`src/rtl/io_port_pkg.sv`:
```
// io_port_pkg: shared defaults and IN-path state encoding for the CPU IN/OUT port responder
package io_port_pkg;

    localparam int DATA_W_DEF = 16;
    localparam int DEPTH_DEF  = 4;

    typedef enum logic {
        IN_IDLE = 1'b0,
        IN_WAIT = 1'b1
    } in_state_t;

endpackage

```
`src/rtl/io_port_responder_if.sv`:
```
// io_port_responder_if: CPU IN/OUT strobes plus host tx/rx valid-ready channels
interface io_port_responder_if #(
    parameter int DATA_W = 16,
    parameter int DEPTH  = 4
);
    localparam int LVL_W = $clog2(DEPTH) + 1;

    logic              out_wr;
    logic [DATA_W-1:0] out_data;
    logic              in_rd;
    logic [DATA_W-1:0] in_data;
    logic              in_ack;
    logic              stall;
    logic              tx_valid;
    logic [DATA_W-1:0] tx_data;
    logic              tx_ready;
    logic              rx_valid;
    logic [DATA_W-1:0] rx_data;
    logic              rx_ready;
    logic [LVL_W-1:0]  level;

    modport slave (
        input  out_wr, out_data, in_rd, tx_ready, rx_valid, rx_data,
        output in_data, in_ack, stall, tx_valid, tx_data, rx_ready, level
    );

    modport master (
        output out_wr, out_data, in_rd, tx_ready, rx_valid, rx_data,
        input  in_data, in_ack, stall, tx_valid, tx_data, rx_ready, level
    );

endinterface

```
`src/rtl/sync_fifo_fwft.sv`:
```
// sync_fifo_fwft: synchronous first-word-fall-through FIFO; head word is visible on dout while non-empty
module sync_fifo_fwft #(
    parameter int DATA_W = 16,
    parameter int DEPTH  = 4,
    localparam int LVL_W = $clog2(DEPTH) + 1,
    localparam int PTR_W = $clog2(DEPTH)
) (
    input  logic              clk,
    input  logic              rst,
    input  logic              push,
    input  logic              pop,
    input  logic [DATA_W-1:0] din,
    output logic [DATA_W-1:0] dout,
    output logic              empty,
    output logic              full,
    output logic [LVL_W-1:0]  level
);
    logic [DATA_W-1:0] mem [DEPTH];
    logic [PTR_W-1:0]  wr_ptr;
    logic [PTR_W-1:0]  rd_ptr;
    logic [LVL_W-1:0]  count;

    // storage array, written on push only; contents are meaningless while empty
    always_ff @(posedge clk) begin
        if (push) mem[wr_ptr] <= din;
    end

    // pointers wrap naturally at DEPTH (power of two); count tracks occupancy
    always_ff @(posedge clk) begin
        if (rst) begin
            wr_ptr <= '0;
            rd_ptr <= '0;
            count  <= '0;
        end else begin
            if (push) wr_ptr <= wr_ptr + PTR_W'(1);
            if (pop) rd_ptr <= rd_ptr + PTR_W'(1);
            count <= count + LVL_W'(push) - LVL_W'(pop);
        end
    end

    assign empty = (count == '0);
    assign full  = (count == LVL_W'(DEPTH));
    assign level = count;
    // forcing zero while empty keeps stale words off the output after reset or drain
    assign dout  = empty ? '0 : mem[rd_ptr];

endmodule

```
`src/rtl/io_port_responder.sv`:
```
// io_port_responder: device side of the CPU IN/OUT port; OUT words buffered to host, IN words served from a holding register
module io_port_responder
    import io_port_pkg::*;
#(
    parameter int DATA_W = DATA_W_DEF,
    parameter int DEPTH  = DEPTH_DEF
) (
    input logic               clk,
    input logic               rst,
    io_port_responder_if.slave bus
);
    logic              push;
    logic              pop;
    logic              empty;
    logic              full;
    in_state_t         state;
    in_state_t         state_next;
    logic              buf_full;
    logic [DATA_W-1:0] buf_data;
    logic              req;
    logic              take_buf;
    logic              bypass;
    logic              capture;

    assign pop  = bus.tx_valid & bus.tx_ready;
    assign push = bus.out_wr & (!full | pop);

    sync_fifo_fwft #(.DATA_W(DATA_W), .DEPTH(DEPTH)) out_fifo (
        .clk   (clk),
        .rst   (rst),
        .push  (push),
        .pop   (pop),
        .din   (bus.out_data),
        .dout  (bus.tx_data),
        .empty (empty),
        .full  (full),
        .level (bus.level)
    );

    assign bus.tx_valid = !empty;

    // an IN request is live only when no OUT competes and it is not already being acked this cycle
    assign req          = bus.in_rd & !bus.out_wr & !bus.in_ack;
    assign bus.rx_ready = !buf_full & !rst;
    assign capture      = bus.rx_valid & bus.rx_ready & !bypass;
    assign bus.stall    = !rst & ((bus.out_wr & full & !pop) | (bus.in_rd & !bus.in_ack));

    // IN state register
    always_ff @(posedge clk) begin
        state <= rst ? IN_IDLE : state_next;
    end

    // IN next-state: serve from buffer if loaded, else wait and bypass the first host word
    always_comb begin
        state_next = state;
        take_buf   = 1'b0;
        bypass     = 1'b0;
        if (!req) begin
            state_next = IN_IDLE;
        end else if (buf_full) begin
            take_buf   = 1'b1;
            state_next = IN_IDLE;
        end else if (state == IN_WAIT && bus.rx_valid) begin
            bypass     = 1'b1;
            state_next = IN_IDLE;
        end else begin
            state_next = IN_WAIT;
        end
    end

    // holding register and registered IN reply
    always_ff @(posedge clk) begin
        if (rst) begin
            buf_full    <= 1'b0;
            buf_data    <= '0;
            bus.in_ack  <= 1'b0;
            bus.in_data <= '0;
        end else begin
            bus.in_ack <= take_buf | bypass;
            if (take_buf | bypass) bus.in_data <= bypass ? bus.rx_data : buf_data;
            buf_full <= capture | (buf_full & !take_buf);
            if (capture) buf_data <= bus.rx_data;
        end
    end

endmodule
```
`src/flat_wrapper.sv`:
```
// flat-port wrapper written by rule: the top's interface ports become plain ports
module io_port_responder_flat import io_port_pkg::*;
#(
    parameter int DATA_W = DATA_W_DEF,
    parameter int DEPTH  = DEPTH_DEF
)
  (clk, rst, bus_out_wr, bus_out_data, bus_in_rd, bus_tx_ready, bus_rx_valid, bus_rx_data, bus_in_data, bus_in_ack, bus_stall, bus_tx_valid, bus_tx_data, bus_rx_ready, bus_level);
  io_port_responder_if #(.DATA_W(DATA_W), .DEPTH(DEPTH)) bus_i ();
  input logic clk;
  input logic rst;
  input wire logic [$bits(bus_i.out_wr)-1:0] bus_out_wr;
  input wire logic [$bits(bus_i.out_data)-1:0] bus_out_data;
  input wire logic [$bits(bus_i.in_rd)-1:0] bus_in_rd;
  input wire logic [$bits(bus_i.tx_ready)-1:0] bus_tx_ready;
  input wire logic [$bits(bus_i.rx_valid)-1:0] bus_rx_valid;
  input wire logic [$bits(bus_i.rx_data)-1:0] bus_rx_data;
  output wire logic [$bits(bus_i.in_data)-1:0] bus_in_data;
  output wire logic [$bits(bus_i.in_ack)-1:0] bus_in_ack;
  output wire logic [$bits(bus_i.stall)-1:0] bus_stall;
  output wire logic [$bits(bus_i.tx_valid)-1:0] bus_tx_valid;
  output wire logic [$bits(bus_i.tx_data)-1:0] bus_tx_data;
  output wire logic [$bits(bus_i.rx_ready)-1:0] bus_rx_ready;
  output wire logic [$bits(bus_i.level)-1:0] bus_level;
  assign bus_i.out_wr = bus_out_wr;
  assign bus_i.out_data = bus_out_data;
  assign bus_i.in_rd = bus_in_rd;
  assign bus_i.tx_ready = bus_tx_ready;
  assign bus_i.rx_valid = bus_rx_valid;
  assign bus_i.rx_data = bus_rx_data;
  assign bus_in_data = bus_i.in_data;
  assign bus_in_ack = bus_i.in_ack;
  assign bus_stall = bus_i.stall;
  assign bus_tx_valid = bus_i.tx_valid;
  assign bus_tx_data = bus_i.tx_data;
  assign bus_rx_ready = bus_i.rx_ready;
  assign bus_level = bus_i.level;
  io_port_responder #(.DATA_W(DATA_W), .DEPTH(DEPTH)) u_core (.clk(clk), .rst(rst), .bus(bus_i));
endmodule
```
`config.mk`:
```
export PLATFORM = sky130hd
export DESIGN_NAME = io_port_responder_flat
export DESIGN_NICKNAME = d
export VERILOG_FILES = /design/src/rtl/io_port_pkg.sv /design/src/rtl/io_port_responder_if.sv /design/src/rtl/sync_fifo_fwft.sv /design/src/rtl/io_port_responder.sv /design/src/flat_wrapper.sv
export SDC_FILE = /design/constraint.sdc
export NUM_CORES = 1
export LEC_CHECK = 0
export ABC_CLOCK_PERIOD_IN_PS = 7400
export BUFFER_PORTS_ARGS = -buffer_cell sky130_fd_sc_hd__buf_2
export CORE_UTILIZATION = 55
export DETAILED_ROUTE_END_ITERATION = 16
export PLACE_DENSITY = 0.78
export SLEW_MARGIN = 30
export SYNTH_ARGS = -nofsm -noshare
export SYNTH_HDL_FRONTEND = slang
export SYNTH_HIERARCHICAL = 1
export SYNTH_SLANG_ARGS = --single-unit
export TNS_END_PERCENT = 50
```
`constraint.sdc`:
```
create_clock -name clk -period 7.4 [get_ports clk]
set_input_delay 1.48 -clock clk [delete_from_list [all_inputs] [get_ports clk]]
set_output_delay 1.48 -clock clk [all_outputs]
set_load 0.005 [all_outputs]
```
==> results.json <==
{
  "cp_data_required_time_ps": 5920,
  "ir_worst_vdd_mv": 0.1763,
  "gr-usage-met2_pct": 34.14,
  "antenna_found_initial": 0,
  "timing.final.ws_setup_ps": 3546,
  "maxSlewHeadroom_pct": 42.93,
  "drt-initial-drc-count": 89,
  "top_usage_layer": "met2",
  "io_pins": 77,
  "gr-total-overflow": 0,
  "clock_latency_ps": 360,
  "detailed_place_hpwl_um": 4928,
  "synth.distinct_cells": 37,
  "finalCriticalPeriod_ps": 3854,
  "hold_class": "reg2reg",
  "path_clk_slew_ps": 90,
  "post_cts_buffers": 0,
  "cp_slowest_cell": "buf_2",
  "finalWeightedCongestion": 0.6792,
  "cp_slowest_stage_delay_ps": 610,
  "io_buffers": 76,
  "cts_root_buf": "clkbuf_8",
  "rsz0062_at_grt": "no",
  "std_cell_rows": 32,
  "power.leakage_nw": 1.980,
  "finalCritPeriodShare_pct": 52.08,
  "clockBufferDepth": 2,
  "drv_slew": 0,
  "cts.sinks": 108,
  "cts_tree": "built",
  "worstSetupStartpointType": "input port",
  "finalNetCount": 424,
  "syn-cell-area_um2": 4488,
  "grt_max_degree": 46,
  "dieArea_um2": 8526,
  "power_density_nw_per_um2": 282.5,
  "cts.hold.buffers_added": 0,
  "routedWlPerCell_um": 15.67,
  "avgSynthCellArea_um2": 14.62,
  "synth-seq-cells": 108,
  "utilization_pct": 65.61,
  "firstDrtPassIters": 4,
  "viasPerCell": 5.286,
  "htreeDepth": 3,
  "cp.arrival_ps": 2370,
  "fillCellCount": 620,
  "synth_cells": 307,
  "finalHoldViolations": 0,
  "outcome": "complete, no violations",
  "crit_top_cell": "buf_2",
  "die_w_um": 92.34,
  "fin_setup_tns_ps": 0,
  "drive_gt1_share_pct": 32.81,
  "cts.repair.resized": 0,
  "grt_pass1_wl_um": 12390,
  "syn_nets": 352,
  "crit_type": "in2out",
  "worst_pin_slew_ps": 848.4,
  "fmax_ghz": 0.2595,
  "yosysWarnings": 6,
  "grt_use_met1_pct": 22.35,
  "routed_wl_um": 7615,
  "start_util_pct": 57.48,
  "ys_seq_area_share_pct": 62.45,
  "end_kind": "output pin",
  "n_antenna_cell": 0,
  "drc": 0,
  "coreArea_um2": 7807,
  "pre_cts_ws_ps": 3551,
  "die-height_um": 92.34,
  "fin_skew_ps": 8.003,
  "drv_cap": 0,
  "grt_use_total_pct": 19.11,
  "vias": 2569,
  "grt_pass1_vias": 2624,
  "cts_buffers": 9,
  "path_max_fanout": 45,
  "path_cells": "buf_2 -> nor2_1 -> buf_2",
  "ant_nets": 0,
  "area_growth_syn_to_layout_pct": 14.13,
  "grt_use_met3_pct": 5.255,
  "final-setup-viol-count": 0
}
-- metal layers --
| metal | wire (µm) | vias up |
|---|---|---|
| met1 | 3107 | 1222 |
| met5 | 0 | - |
| met4 | 89 | 0 |
| met2 | 3964 | 65 |
| li1 | - | 1271 |
| met3 | 454 | 11 |
-- cells in the final DEF (no fill, tap or decap), types with 2 or more instances in the layout --
master,n
buf_2,76
edfxtp_1,64
dfxtp_1,43
inv_1,26
and2_1,20
nand2b_1,18
nor2b_1,18
o31ai_1,16
a221oi_1,16
mux2_2,16
mux4_2,10
clkbuf_8,9
nor2_1,8
mux4_1,6
ha_1,6
clkinv_4,2
inv_6,2
a21oi_1,2
and3_1,2
xnor2_1,2
buf_4,2
-- kinds of logic (layout without fill, tap and decap cells) --
group	after synthesis	in the layout	share of synthesized area (%)
xor gates and xnor gates	3	3	0.9200
DFF	108	108	62.45
muxes	33	33	12.77
AOI/OAI and AO/OA	39	39	7.360
and+or+nand+nor	73	73	9.785
adders and majority gates	7	7	2.119
buffers and inverters	44	121	4.600
-- through the flow --
step | hold WS, ps | instances | power (W) | area, µm²
finish | 470.0 | 486 | 0.001447 | 5122
global placement | 456.9 | 469 | 0.001091 | 4902
global route | 498.0 | 486 | 0.001525 | 5122
CTS | 473.7 | 486 | 0.001465 | 5122
floorplan | 462.2 | 307 | 0.0009939 | 4488
detailed placement | 459.0 | 470 | 0.001105 | 4915
-- power breakdown --
| group | internal (W) | leakage (nW) | switching (W) | total (W) |
|---|---|---|---|---|
| registers | 0.000705 | 0.948 | 0.0000473 | 0.000752 |
| logic | 0.000186 | 0.930 | 0.000147 | 0.000333 |
| clock network | 0.000162 | 0.102 | 0.000200 | 0.000362 |
| total | 0.00105 | 1.98 | 0.000394 | 0.00145 |
-- worst max-delay path, delay by kind of cell --
kind | cells | cell delay [ps]
buffers and inverters | 2 | 770
AND/OR/NAND/NOR | 1 | 110
-- final cells by class --
type                    instances  area (µm²)  share of cell area, %
inverters                      26       97.59                  1.905
clock inverters                 7       83.83                  1.637
multi-input cells             155        1479                  28.87
clock buffers                   9       123.9                  2.418
repair buffers                 79       406.6                  7.938
flip-flops and latches        108        2804                  54.74
well taps                     102       127.6                  2.491
-- cell usage after synthesis (all sizes together) --
| cell type | number | area [µm²] |
|---|---|---|
| a21boi | 1 | 7.510 |
| xor3 | 1 | 23.77 |
| and2 | 20 | 125.1 |
| nand3 | 1 | 5.000 |
| nor3b | 1 | 12.51 |
| edfxtp | 64 | 1922 |
| nor2b | 18 | 112.6 |
| mux2 | 16 | 180.2 |
| nor2 | 8 | 30.03 |
| fa | 1 | 20.02 |
| mux4 | 16 | 382.9 |
| nor3 | 1 | 5.000 |
| nand3b | 1 | 7.510 |
| ha | 6 | 75.07 |
| a21bo | 1 | 10.01 |
| or3 | 1 | 6.260 |
| nand2 | 2 | 10.01 |
| inv | 26 | 97.59 |
| buf | 10 | 78.82 |
| and3 | 2 | 12.51 |
| a21o | 1 | 7.510 |
| clkbuf | 8 | 30.03 |
| nand2b | 18 | 112.6 |
| xnor2 | 2 | 17.52 |
| dfxtp | 44 | 880.8 |
| o31ai | 16 | 120.1 |
| o21a | 1 | 7.510 |
| a21oi | 2 | 10.01 |
| a2111oi | 1 | 27.53 |
| a221oi | 16 | 140.1 |
| mux2i | 1 | 10.01 |
-- worst paths after layout --
kind                                       start                                    to  slack, ps  cells past startpoint
min reg2reg   u_core/bus.in_data[6]$_SDFFE_PP0P_    u_core/bus.in_data[6]$_SDFFE_PP0P_        470                      2
max                                          rst                          bus_rx_ready       3550                      3
min           u_core/bus.in_data[6]$_SDFFE_PP0P_    u_core/bus.in_data[6]$_SDFFE_PP0P_        470                      2
max reg2reg  u_core/out_fifo/level[1]$_SDFF_PP0_  u_core/out_fifo/mem[0][15]$_DFFE_PP_       4380                      5
-- sequential cells by signal (all words and copies together) (netlist names), named ones only --
register and flops:
u_core/buf_data 16, u_core/buf_full 1, u_core/bus.in_ack 1, u_core/bus.in_data 16, u_core/out_fifo/level 3, u_core/out_fifo/mem 64, u_core/out_fifo/rd_ptr 2, u_core/out_fifo/wr_ptr 2
u_core/state 1
Note: power is estimated with default switching activity, not from simulation.
